### config.mk
export PLATFORM = sky130hd
export DESIGN_NAME = motor_rpm_ramp
export DESIGN_NICKNAME = d
export VERILOG_FILES = /design/src/rtl/drone_pkg.sv /design/src/rtl/rpm_slew.sv /design/src/rtl/motor_rpm_ramp.sv
export SDC_FILE = /design/constraint.sdc
export NUM_CORES = 1
export LEC_CHECK = 0
export BUFFER_PORTS_ARGS = -buffer_cell sky130_fd_sc_hd__buf_2
export CAP_MARGIN = 20
export CORE_UTILIZATION = 25
export DETAILED_ROUTE_END_ITERATION = 10
export SYNTH_ARGS = -nofsm -noshare
export SYNTH_HDL_FRONTEND = slang
export SYNTH_SLANG_ARGS = --single-unit
export TNS_END_PERCENT = 30
### constraint.sdc
create_clock -name clk -period 3.6 [get_ports clk]
set_input_delay 0.18 -clock clk [delete_from_list [all_inputs] [get_ports clk]]
set_output_delay 0.18 -clock clk [all_outputs]
set_load 0.03 [all_outputs]
### src/rtl/drone_pkg.sv
// rtl/drone_pkg.sv - shared RPM types and ramp FSM states for the motor path
package drone_pkg;

  localparam int RPM_W = 7;

  typedef logic [RPM_W-1:0] rpm_t;

  typedef enum logic [1:0] {
    DISARMED,
    ARMING,
    RUN
  } ramp_state_e;

endpackage

### src/rtl/rpm_slew.sv
// rtl/rpm_slew.sv - combinational clamp-step of one RPM value toward a target
module rpm_slew
  import drone_pkg::*;
#(
  parameter int STEP = 4
) (
  input  logic [RPM_W-1:0] cur,
  input  logic [RPM_W-1:0] target,
  output logic [RPM_W-1:0] next_rpm
);

  localparam logic signed [RPM_W:0] STEP_S = (RPM_W+1)'(STEP);

  logic signed [RPM_W:0] diff;

  // One extra bit keeps the signed difference exact, so the step never wraps past 0 or full scale.
  always_comb begin
    diff = $signed({1'b0, target}) - $signed({1'b0, cur});
    if (diff > STEP_S) begin
      next_rpm = cur + RPM_W'(STEP);
    end else if (diff < -STEP_S) begin
      next_rpm = cur - RPM_W'(STEP);
    end else begin
      next_rpm = target;
    end
  end

endmodule

### src/rtl/motor_rpm_ramp.sv
// rtl/motor_rpm_ramp.sv - armed, slew-limited RPM command feeding the PWM stage
module motor_rpm_ramp
  import drone_pkg::*;
#(
  parameter int STEP     = 4,
  parameter int PERIOD   = 2**RPM_W,
  parameter int ARM_HOLD = 3
) (
  input  logic             clk,
  input  logic             resetn,
  input  logic             arm,
  input  logic             cmd_valid,
  output logic             cmd_ready,
  input  logic [RPM_W-1:0] cmd_rpm,
  output logic [RPM_W-1:0] mot_rpm,
  output logic             tick,
  output logic             armed,
  output logic             at_target
);

  localparam int CNT_W  = $clog2(PERIOD);
  localparam int HOLD_W = $clog2(ARM_HOLD + 1);
  localparam logic [CNT_W-1:0]  CNT_LAST  = CNT_W'(PERIOD - 1);
  localparam logic [HOLD_W-1:0] HOLD_LAST = HOLD_W'(ARM_HOLD - 1);

  ramp_state_e       state;
  ramp_state_e       next_state;
  logic [CNT_W-1:0]  cnt;
  logic [HOLD_W-1:0] hold;
  rpm_t              target;
  rpm_t              slew_next;
  logic              accept;

  rpm_slew #(
    .STEP(STEP)
  ) u_slew (
    .cur     (mot_rpm),
    .target  (target),
    .next_rpm(slew_next)
  );

  assign accept    = cmd_valid && cmd_ready;
  assign at_target = armed && (mot_rpm == target);

  always_ff @(posedge clk or negedge resetn) begin
    if (!resetn) begin
      state <= DISARMED;
    end else begin
      state <= next_state;
    end
  end

  always_comb begin
    next_state = state;
    cmd_ready  = 1'b0;
    armed      = 1'b0;
    case (state)
      DISARMED: begin
        if (arm) next_state = ARMING;
      end
      ARMING: begin
        cmd_ready = 1'b1;
        if (!arm) begin
          next_state = DISARMED;
        end else if (tick && (hold == HOLD_LAST)) begin
          next_state = RUN;
        end
      end
      RUN: begin
        cmd_ready = 1'b1;
        armed     = 1'b1;
        if (!arm) next_state = DISARMED;
      end
      default: next_state = DISARMED;
    endcase
  end

  // Free-running period counter; tick is its registered wrap so mot_rpm moves on the edge ending the tick cycle.
  always_ff @(posedge clk or negedge resetn) begin
    if (!resetn) begin
      cnt  <= '0;
      tick <= 1'b0;
    end else begin
      cnt  <= (cnt == CNT_LAST) ? '0 : cnt + CNT_W'(1);
      tick <= (cnt == CNT_LAST);
    end
  end

  // Disarm drops the motor immediately, ignoring period alignment.
  always_ff @(posedge clk or negedge resetn) begin
    if (!resetn) begin
      mot_rpm <= '0;
      target  <= '0;
      hold    <= '0;
    end else if (!arm) begin
      mot_rpm <= '0;
      target  <= '0;
      hold    <= '0;
    end else begin
      case (state)
        DISARMED: begin
          mot_rpm <= '0;
          target  <= '0;
          hold    <= '0;
        end
        ARMING: begin
          mot_rpm <= '0;
          if (accept) target <= cmd_rpm;
          if (tick) hold <= hold + HOLD_W'(1);
        end
        RUN: begin
          if (accept) target <= cmd_rpm;
          if (tick) mot_rpm <= slew_next;
        end
        default: begin
          mot_rpm <= '0;
          target  <= '0;
          hold    <= '0;
        end
      endcase
    end
  end

endmodule
==> impl_metrics.yaml, run 1 <==
clocking:
  clock_tree.buffer_depth: 2
  cts_setup_buffers: 0
  clk_root_buffer_cell: "sky130_fd_sc_hd__clkbuf_8"
  cts_buffers: 3
  tritoncts: "built"
  number_of_levels_the_h_tree_was_split_into: 1
  post_cts.resized_instances: 0
  worst_setup_hold_path_clk_slew_ns: 0.09
  cts.sinks: 26
  insertion_delay_ns: 0.27
sta:
  fin_setup_tns_ns: 0
  period_share: 0.803
  rsz_0062_raised_after_global_routing: "false"
  final.setup.worst_slack_ns: 0.710
  final_setup_fails: 0
  fin_crit_ns: 2.89
  worst_slew_margin_rel: 0.596
  max_freq_mhz: 346
  hold_viol: 0
  fin_skew_ns: 0.00217
  tightestPinTransition_ns: 0.607
  whs_ns: 0.149
  final-max-slew-violation-count: 0
critical_path:
  crit_type: "flop to flop"
  r2r_slack_ns: 0.71
  slowest_delay_ns: 0.40
  crit_required_ns: 3.80
  worstPathCellList: "inv_1 > ha_1 > inv_1 > fa_1 > a211o_1 > and3_4 > o311ai_4 > nor4b_4 > mux2i_2 > or3_1 > a21oi_1"
  start_kind: "flop"
  reg2reg_to: "mot_rpm[0]"
  critPathSlowestCell: "sky130_fd_sc_hd__fa_1"
  cp.arrival_ns: 3.09
  crit_top_cell: "sky130_fd_sc_hd__inv_1"
  worst-r2r-cell-count: 11
  critical_path.max_fanout: 9
  regToRegStartpoint: "target[0]"
  worstSetupEndpointType: "flop"
route:
  total_number_of_vias: 1405
  drt-total-wl_mm: 3.81
  vias_per_cell: 4.59
  detail_route.first_pass.iterations: 4
  drt_iter0_drc: 59
  drc_violation_count_after_routing: 0
  detail-route-antenna-nets: 0
  wire_per_inst_um: 12.5
floorplan:
  core.rowCount: 30
  fp.dieH_um: 85.9
  initial_cell_density_of_the_core: 0.259
  design.portCount: 22
  horizontal_die_dimension_um: 85.9
  floorplan.core_area_mm2: 0.00679
  die-area_mm2: 0.00738
run:
  max-cap-violations: 0
cells_and_area:
  syn_to_final_growth_pct: 17.0
  antenna-diode-count: 0
  seqCellArea_um2: 651
  fin_nets: 237
  multiInputGateArea_mm2: 0.00104
  drive_gt1_frac: 0.157
  n_fill_cell: 695
synth:
  synth_top_family_by_area: "simple AND/OR/NAND/NOR gates"
  synth.top_cell.area_share: 0.370
  syn-mean-instance-area_um2: 9.46
  primary_flip_flop_cell_chosen_by_synthesis_mapping: "sky130_fd_sc_hd__dfrtp_1"
  synth_area_leaders: "sky130_fd_sc_hd__dfrtp_1 (37%), sky130_fd_sc_hd__ha_1 (10%), sky130_fd_sc_hd__mux2i_1 (5.1%)"
  yosysMostFrequentCell: "sky130_fd_sc_hd__dfrtp_1"
  synth_nets: 212
  synthXorXnorAreaFrac: 0.0746
  postSynthRegisterBits: 26
  yosys.area_share.adder: 0.111
  yosysTopAreaCell: "sky130_fd_sc_hd__dfrtp_1"
  synth-edff-count: 0
  synth_cell_types: 42
  synth_simple_gate_area_share: 0.183
  proportion_of_synthesized_area_in_mux_cells: 0.0590
  yosysWarningCount: 0
  yosys-top-cells-count: "sky130_fd_sc_hd__dfrtp_1 (26), sky130_fd_sc_hd__nor2_1 (17), sky130_fd_sc_hd__inv_1 (16)"
  synth_async_sr_flop_share: 1.00
  netlist_area_mm2: 0.00176
  synthesis.instances: 186
  synthesized_area_fraction_occupied_by_ao_oa_aoi_and_oai_cells: 0.165
  yosysSeqAreaShare: 0.370
global_route:
  grt_pass1_vias: 1378
  grt_overflow_total: 0
  grt_util_all_layers: 0.112
  grt_antenna_before_repair: 0
  pin_count_of_the_biggest_net_entering_global_routing: 27
  grt_first_pass_wirelength_mm: 6.51
pwr:
  leakagePower_nw: 0.909
  irDropWorstVdd_mv: 0.235
  power_density_mw_per_mm2: 523
placement:
  hpwl_mm: 3.04
  worst_slack_after_detailed_placement_ns: 0.731
  gpl.final_weighted_congestion: 0.815
  io_buffers: 21
hold_path:
  worst_hold_path.num_cells: 3
  holdCritPathClass: "primary input to flop"
  min_delay_worst_endpoint: "target[6]"
  worst_hold_startpoint: "cmd_rpm[6]"
status:
  outcome: "complete, no violations"
[critical path, delay by kind of cell (launching register included)]
family | cells | cell delay [ns]
fa+ha+maj | 2 | 0.55
buf+inv | 2 | 0.12
simple gates | 3 | 0.83
flops | 1 | 0.39
compound gates | 3 | 0.73
mux | 1 | 0.19
[layout make-up]
| cell class | count | area share |
|---|---|---|
| Multi-Input combinational cell | 142 | 0.506 |
| Sequential cell | 26 | 0.316 |
| Tap cell | 96 | 0.0583 |
| Timing Repair Buffer | 22 | 0.0559 |
| Inverter | 16 | 0.0292 |
| Clock buffer | 3 | 0.0200 |
| Clock inverter | 1 | 0.0146 |
[what timing repair did]
| item | 4_1_cts | 5_1_grt |
|---|---|---|
| endpoints found under the hold margin | 26 | 0 |
| setup endpoints to repair | 0 | 0 |
| hold buffers | 1 | 0 |
[stage by stage]
stage / cell area, µm² / util / cells / power [mW]
floorplan: 1760 / - / 186 / 0.727
global placement: 1980 / 0.291 / 301 / 0.837
detailed placement: 1980 / 0.291 / 301 / 0.839
CTS: 2060 / 0.303 / 306 / 1.09
global route: 2060 / 0.303 / 306 / 1.16
finish: 2060 / 0.303 / 306 / 1.08
[power by group]
part           switching [mW]  leakage, nW  internal, mW
Combinational           0.295        0.529         0.200
Clock                  0.0955       0.0357         0.149
Sequential             0.0241        0.345         0.314
Total                   0.414        0.909         0.663
[cells in the final DEF (no fill, tap or decap), types with 2 or more instances in the layout]
cell and n:
sky130_fd_sc_hd__nand4_1 3, sky130_fd_sc_hd__mux2i_1 9, sky130_fd_sc_hd__a21o_1 2, sky130_fd_sc_hd__nand3b_1 3, sky130_fd_sc_hd__a22oi_1 2, sky130_fd_sc_hd__clkbuf_8 3, sky130_fd_sc_hd__nand2b_1 2, sky130_fd_sc_hd__or2_2 2
sky130_fd_sc_hd__xnor2_1 9, sky130_fd_sc_hd__dfrtp_1 26, sky130_fd_sc_hd__nor3_1 2, sky130_fd_sc_hd__nor2_1 17, sky130_fd_sc_hd__o22ai_1 4, sky130_fd_sc_hd__a21oi_1 8, sky130_fd_sc_hd__inv_1 16, sky130_fd_sc_hd__or3_1 3
sky130_fd_sc_hd__nand2_1 12, sky130_fd_sc_hd__nand3_1 7, sky130_fd_sc_hd__and3_1 2, sky130_fd_sc_hd__ha_1 14, sky130_fd_sc_hd__buf_2 21, sky130_fd_sc_hd__o21ai_0 13, sky130_fd_sc_hd__xor2_1 6, sky130_fd_sc_hd__nor2b_1 3
[cells by family after synthesis]
family          after synthesis
xor+xnor                     15
buf+inv                      18
flops                        26
fa+ha+maj                    15
simple gates                 60
mux                          10
compound gates               42
[layer usage]
| layer | vias up | global-route usage | wire length [µm] |
|---|---|---|---|
| li1 | 712 | - | - |
| met1 | 656 | 0.148 | 1850 |
| met2 | 35 | 0.192 | 1770 |
| met3 | 2 | 0.0269 | 173 |
| met4 | 0 | 0.0152 | 19 |
| met5 | - | 0 | 0 |
[worst max path at each step]
| stage | startpoint | end | slack [ns] | cells after the start |
|---|---|---|---|---|
| final | target[0] | mot_rpm[0] | 0.71 | 11 |
| after global routing | target[0] | mot_rpm[0] | 0.54 | 11 |
| after CTS | target[0] | mot_rpm[0] | 0.70 | 11 |
| after detailed placement | target[0] | mot_rpm[0] | 0.73 | 11 |
| after global placement | target[0] | mot_rpm[0] | 0.85 | 11 |
| after floorplan | mot_rpm[0] | mot_rpm[0] | 0.80 | 10 |
[registers in the layout, indices dropped and copies added (netlist names)]
name     flops
target       7
mot_rpm      7
tick         1
cnt          7
state        2
hold         2
Power figures use the tool's default switching activity.
==> run 2, diff against run 1 <==
clock period = 2.9 ns   (was 3.6 ns; I/O delays follow)
==> run 2 against run 1 <==
  * Routed wire length up 8.1%
  * Maximum frequency rose by 4.2%
  * Clock skew hardly changed
  * Utilization rose by 1.5 points
  * Global-route usage increased by 0.47 points
  * First-iteration DRC count decreased by 1.7%
  * Largest cell class unchanged
  * Non-clock buffer count up 7
  * Sequential share of layout area decreased by 1.5 points
  * Total power up 36%
  * Combinational power rose by 50%
==> impl_metrics.yaml, run 2 (same netlist as run 1, synthesis figures left out) <==
status:
  outcome: "complete, no violations"
cells_and_area:
  most_common_library_cell_in_the_layout_ignoring_fill_and_taps: "sky130_fd_sc_hd__dfrtp_1"
  finish.instance_area_mm2: 0.00216
  multiInputGateArea_mm2: 0.00109
  drive_gt1_frac: 0.221
  stdcell_count: 313
  largestRegisters: "cnt x7, mot_rpm x7, target x7"
  layout_common_cells: "sky130_fd_sc_hd__dfrtp_1 (26), sky130_fd_sc_hd__buf_2 (21), sky130_fd_sc_hd__nor2_1 (17)"
  fin_nets: 244
  finalCoreUtilization: 0.318
  syn_to_final_growth_pct: 22.8
  n_fill_cell: 702
  antenna-diode-count: 0
  seqCellArea_um2: 651
floorplan:
  die-area_mm2: 0.00738
  horizontal_die_dimension_um: 85.9
  design.portCount: 22
  initial_cell_density_of_the_core: 0.259
  fp.dieH_um: 85.9
  core.rowCount: 30
  floorplan.core_area_mm2: 0.00679
route:
  detail-route-antenna-nets: 0
  drt_iter0_drc: 58
  detail_route.first_pass.iterations: 4
  wire_per_inst_um: 13.2
  drt-total-wl_mm: 4.12
  drc_violation_count_after_routing: 0
  vias_per_cell: 4.62
  total_number_of_vias: 1445
critical_path:
  crit_top_cell: "sky130_fd_sc_hd__inv_2"
  critical-path-top-delay-family: "simple AND/OR/NAND/NOR gates"
  start_kind: "flop"
  critical_path.max_fanout: 6
  cp_num_buf_inv: 2
  crit_type: "flop to flop"
  cp.arrival_ns: 2.98
  r2r_slack_ns: 0.13
  crit_required_ns: 3.11
  critPathSlowestCell: "sky130_fd_sc_hd__dfrtp_1"
  slowest_delay_ns: 0.40
  worstPathCellList: "inv_2 > ha_4 > inv_2 > fa_2 > a211o_1 > and3_4 > o311ai_4 > nor4b_4 > mux2i_4 > or3_1 > a21oi_2"
  worstSetupEndpointType: "flop"
sta:
  period_share: 0.956
  final-max-slew-violation-count: 0
  rsz_0062_raised_after_global_routing: "true"
  final.setup.worst_slack_ns: 0.127
  final_setup_fails: 0
  hold_viol: 0
  worst_slew_margin_rel: 0.516
  max_freq_mhz: 361
  fin_skew_ns: 0.00174
  tightestPinTransition_ns: 0.723
  fin_crit_ns: 2.77
  fin_setup_tns_ns: 0
  whs_ns: 0.117
pwr:
  leakagePower_nw: 0.950
  report.power.total_mw: 1.47
  irDropWorstVdd_mv: 0.270
  power_density_mw_per_mm2: 679
placement:
  hpwl_mm: 3.13
  gpl.final_weighted_congestion: 0.799
  detailed_place.area_mm2: 0.00200
  io_buffers: 21
  dp.cells: 304
  worst_slack_after_detailed_placement_ns: 0.0381
clocking:
  insertion_delay_ns: 0.27
  number_of_levels_the_h_tree_was_split_into: 1
  clock_tree.buffer_depth: 2
  tritoncts: "built"
  cts.sinks: 26
  worst_setup_hold_path_clk_slew_ns: 0.09
  cts_buffers: 3
  clk_root_buffer_cell: "sky130_fd_sc_hd__clkbuf_8"
global_route:
  grt_pass1_vias: 1436
  grt_overflow_total: 0
  grt_antenna_before_repair: 0
  grt_util_all_layers: 0.117
  pin_count_of_the_biggest_net_entering_global_routing: 27
  grt_first_pass_wirelength_mm: 6.85
run:
  max-cap-violations: 0
hold_path:
  holdCritPathClass: "primary input to flop"
run 2: cell count changes in the layout (fill, tap and decap cells not counted), sizes merged:
cell,delta
buf,+7
run 2: per-layer routing:
metal,up-vias,track usage,wire length (µm)
met1,697,0.154,2010
met5,-,0,0
met2,25,0.201,1960
met4,0,0.0182,19
li1,721,-,-
met3,2,0.0260,126
run 2: path summary, 6_finish.rpt:
path	to	startpoint	depth (start not counted)
worst min-delay path	target[1]	cmd_rpm[1]	3
worst min register to register	cnt[0]	cnt[0]	1
max in group asynchronous	target[0]	resetn	2
worst max-delay path	mot_rpm[0]	target[0]	11
worst max register to register	mot_rpm[0]	target[0]	11
min in group asynchronous	mot_rpm[6]	resetn	2
run 2: tightest hold or removal path, delay by kind of cell:
family	cells	cell delay, ns
simple gates	1	0.08
buf+inv	1	0.07
mux	1	0.05
run 2: area by class of cell:
type                    instances  share of cell area
multi-input cells             142               0.503
flip-flops and latches         26               0.301
repair buffers                 29              0.0793
well taps                      96              0.0556
inverters                      16              0.0278
clock buffers                   3              0.0191
clock inverters                 1              0.0139
run 2: power by group:
group / total [mW] / internal (mW) / switching (mW)
sequential: 0.421 / 0.390 / 0.0308
clock: 0.304 / 0.185 / 0.120
combinational: 0.743 / 0.325 / 0.418
total: 1.47 / 0.900 / 0.568
run 2: what timing repair did:
action / 4_1_cts / 5_1_grt
hold buffers: 1 / 0
endpoints found under the setup margin: 1 / 7
hold endpoints to repair: 26 / 0
setup buffers: 3 / 1
gates cloned: 0 / 0
gates resized for setup: 2 / 14
==> run 3, diff against run 2 <==
PLACE_DENSITY = 0.38   (was default)
SKIP_CTS_REPAIR_TIMING = 1   (was default)
SYNTH_HIERARCHICAL = 1   (was default)
==> run 3 against run 2 <==
  * The run now ends with setup timing left
  * Synthesized cell count grew 0.54%
  * Flip-flop and latch count is the same
  * Sequential share of layout area shrank 2.0 points
  * Maximum frequency shrank 5.1%
  * Clock skew grew 0.0049 ns
  * Critical path type unchanged
  * Worst setup slack lost 0.15 ns
  * Design area grew 8.0%
  * Non-clock buffer count grew 16
  * First-iteration DRC count shrank 36%
  * Die area grew 4.9%
  * Area after synthesis grew 5.0%
  * Routed wire length grew 5.8%
==> impl_metrics.yaml, run 3 <==
cells_and_area:
  finalCoreUtilization: 0.334
  largestRegisters: "cnt x7, mot_rpm x7, target x7"
  antenna-diode-count: 0
  stdcell_count: 330
  syn_to_final_growth_pct: 26.3
  drive_gt1_frac: 0.333
  n_fill_cell: 757
  most_common_library_cell_in_the_layout_ignoring_fill_and_taps: "sky130_fd_sc_hd__buf_4"
  layout_common_cells: "sky130_fd_sc_hd__buf_4 (23), sky130_fd_sc_hd__dfrtp_1 (21), sky130_fd_sc_hd__buf_2 (21)"
  fin_nets: 262
synth:
  yosysMostFrequentCell: "sky130_fd_sc_hd__dfrtp_1"
  synthesis.instances: 187
  yosys.area_share.adder: 0.112
  proportion_of_synthesized_area_in_mux_cells: 0.122
  yosysSeqAreaShare: 0.352
  synth_top_family_by_area: "simple AND/OR/NAND/NOR gates"
  syn-mean-instance-area_um2: 9.88
  yosysTopAreaCell: "sky130_fd_sc_hd__dfrtp_1"
  synth_nets: 214
  postSynthRegisterBits: 26
  yosysWarningCount: 6
  synth.top_cell.area_share: 0.352
  synth_async_sr_flop_share: 1.00
  primary_flip_flop_cell_chosen_by_synthesis_mapping: "sky130_fd_sc_hd__dfrtp_1"
  yosys-top-cells-count: "sky130_fd_sc_hd__dfrtp_1 (26), sky130_fd_sc_hd__nor2_1 (21), sky130_fd_sc_hd__inv_1 (20)"
  synth_simple_gate_area_share: 0.148
  synthesized_area_fraction_occupied_by_ao_oa_aoi_and_oai_cells: 0.136
  synth-edff-count: 0
  netlist_area_mm2: 0.00185
  synth_cell_types: 44
  synth_area_leaders: "sky130_fd_sc_hd__dfrtp_1 (35%), sky130_fd_sc_hd__ha_1 (10%), sky130_fd_sc_hd__mux2i_1 (8.1%)"
  synthXorXnorAreaFrac: 0.0806
placement:
  dp.cells: 321
  io_buffers: 21
  hpwl_mm: 3.51
  gpl.final_weighted_congestion: 0.735
status:
  outcome: "finished with violations"
  violations: "setup timing"
sta:
  rsz_0062_raised_after_global_routing: "true"
  max_freq_mhz: 342
  fin_skew_ns: 0.00662
  final-max-slew-violation-count: 0
  worst_slew_margin_rel: 0.604
  final.setup.worst_slack_ns: -0.0216
  final_setup_fails: 3
  period_share: 1.01
  hold_viol: 0
  fin_crit_ns: 2.92
  tightestPinTransition_ns: 0.594
  fin_setup_tns_ns: -0.0536
pwr:
  irDropWorstVdd_mv: 0.217
  power_frac_seq: 0.280
  net-switching-power_mw: 0.574
  clock_power_share: 0.156
  power_density_mw_per_mm2: 634
  netSwitchingFraction: 0.388
  comb_power_share: 0.564
  leakagePower_nw: 1.04
  power.internal_mw: 0.906
critical_path:
  start_kind: "flop"
  crit_path_start: "target[0]"
  worstSetupEndpoint: "mot_rpm[1]"
  worstSetupEndpointType: "flop"
  worst-r2r-cell-count: 13
  reg2reg_to: "mot_rpm[1]"
  regToRegStartpoint: "target[0]"
  crit_required_ns: 3.06
  critical_path.max_fanout: 6
  crit_type: "flop to flop"
  cp.arrival_ns: 3.08
  r2r_slack_ns: -0.02
hold_path:
  worst_hold_startpoint: "cmd_rpm[1]"
  holdCritPathClass: "primary input to flop"
  worst_hold_path.num_cells: 3
run:
  max-cap-violations: 0
global_route:
  grt_antenna_before_repair: 0
  grt_first_pass_wirelength_mm: 7.20
  pin_count_of_the_biggest_net_entering_global_routing: 27
  grt_overflow_total: 0
  grt_util_all_layers: 0.123
  grt_pass1_vias: 1395
clocking:
  insertion_delay_ns: 0.27
  number_of_levels_the_h_tree_was_split_into: 1
  clock_tree.buffer_depth: 2
  clk_root_buffer_cell: "sky130_fd_sc_hd__clkbuf_8"
  cts_buffers: 3
  worst_setup_hold_path_clk_slew_ns: 0.09
  tritoncts: "built"
  cts.sinks: 26
floorplan:
  design.portCount: 22
  die-area_mm2: 0.00774
  core.rowCount: 30
  initial_cell_density_of_the_core: 0.265
  horizontal_die_dimension_um: 88.0
  fp.dieH_um: 88.0
  floorplan.core_area_mm2: 0.00698
route:
  detail_route.first_pass.iterations: 4
  drc_violation_count_after_routing: 0
  total_number_of_vias: 1438
  wire_per_inst_um: 13.2
  drt-total-wl_mm: 4.36
  drt_iter0_drc: 37
  vias_per_cell: 4.36
  detail-route-antenna-nets: 0
==> run 3: power by group through the flow <==
stage | logic [mW] | clock network (mW) | registers (mW)
after floorplan | 0.584 | 0 | 0.423
after global placement | 0.820 | 0 | 0.422
final | 0.834 | 0.231 | 0.414
after CTS | 0.811 | 0.243 | 0.413
after global routing | 0.915 | 0.261 | 0.420
after detailed placement | 0.805 | 0 | 0.421
==> run 3: kinds of logic (layout without fill, tap and decap cells) <==
| kind of cell | count (synthesis) | count (layout) |
|---|---|---|
| simple gates | 53 | 53 |
| compound gates | 33 | 33 |
| flops | 26 | 26 |
| buf+inv | 22 | 69 |
| mux | 20 | 20 |
| xor+xnor | 17 | 17 |
| fa+ha+maj | 16 | 16 |
==> run 3: final cells by class <==
cell class / count / area (µm²) / area share
Clock buffer: 4 / 55.1 / 0.0236
Multi-Input combinational cell: 139 / 1140 / 0.488
Timing Repair Buffer: 45 / 288 / 0.123
Inverter: 20 / 75.1 / 0.0322
Tap cell: 96 / 120 / 0.0514
Sequential cell: 26 / 657 / 0.281
==> run 3: how the worst min path moves through the flow <==
stage | slack [ns] | end
2_1_floorplan | -0.15 | cnt[0]
3_3_place_gp | 0.20 | cnt[6]
3_5_place_dp | 0.19 | cnt[6]
4_1_cts | -0.11 | cnt[6]
5_1_grt | 0.14 | target[2]
6_report | 0.13 | target[1]
==> run 3: critical path: stages (launching register included) <==
cell and delay [ns]:
sky130_fd_sc_hd__dfrtp_1 0.39, sky130_fd_sc_hd__inv_2 0.07, sky130_fd_sc_hd__ha_4 0.12, sky130_fd_sc_hd__inv_2 0.03
sky130_fd_sc_hd__fa_2 0.38, sky130_fd_sc_hd__a211oi_4 0.26, sky130_fd_sc_hd__nor2_2 0.07, sky130_fd_sc_hd__nor4_2 0.26
sky130_fd_sc_hd__nand4_1 0.16, sky130_fd_sc_hd__or2_4 0.26, sky130_fd_sc_hd__mux2_4 0.31, sky130_fd_sc_hd__mux2_4 0.30
sky130_fd_sc_hd__mux2i_1 0.13, sky130_fd_sc_hd__nor2_1 0.06
==> run 3: stage by stage <==
stage | setup slack (ns) | power [mW] | area, µm² | hold slack [ns]
after CTS | -0.0791 | 1.47 | 2280 | -0.111
after global routing | -0.201 | 1.60 | 2330 | 0.135
after detailed placement | -0.0627 | 1.23 | 2220 | 0.191
after global placement | -0.0284 | 1.24 | 2220 | 0.201
final | -0.0216 | 1.48 | 2330 | 0.129
after floorplan | 0.0160 | 1.01 | 1870 | -0.151
==> run 3: metal layers <==
layer	share of wire	routed length (µm)	global-route usage	up-vias
met5	0	0	0	-
met4	0.0055	24	0.0224	0
met3	0.028	124	0.0170	2
met2	0.46	2010	0.195	18
met1	0.51	2200	0.178	671
li1	-	-	-	747
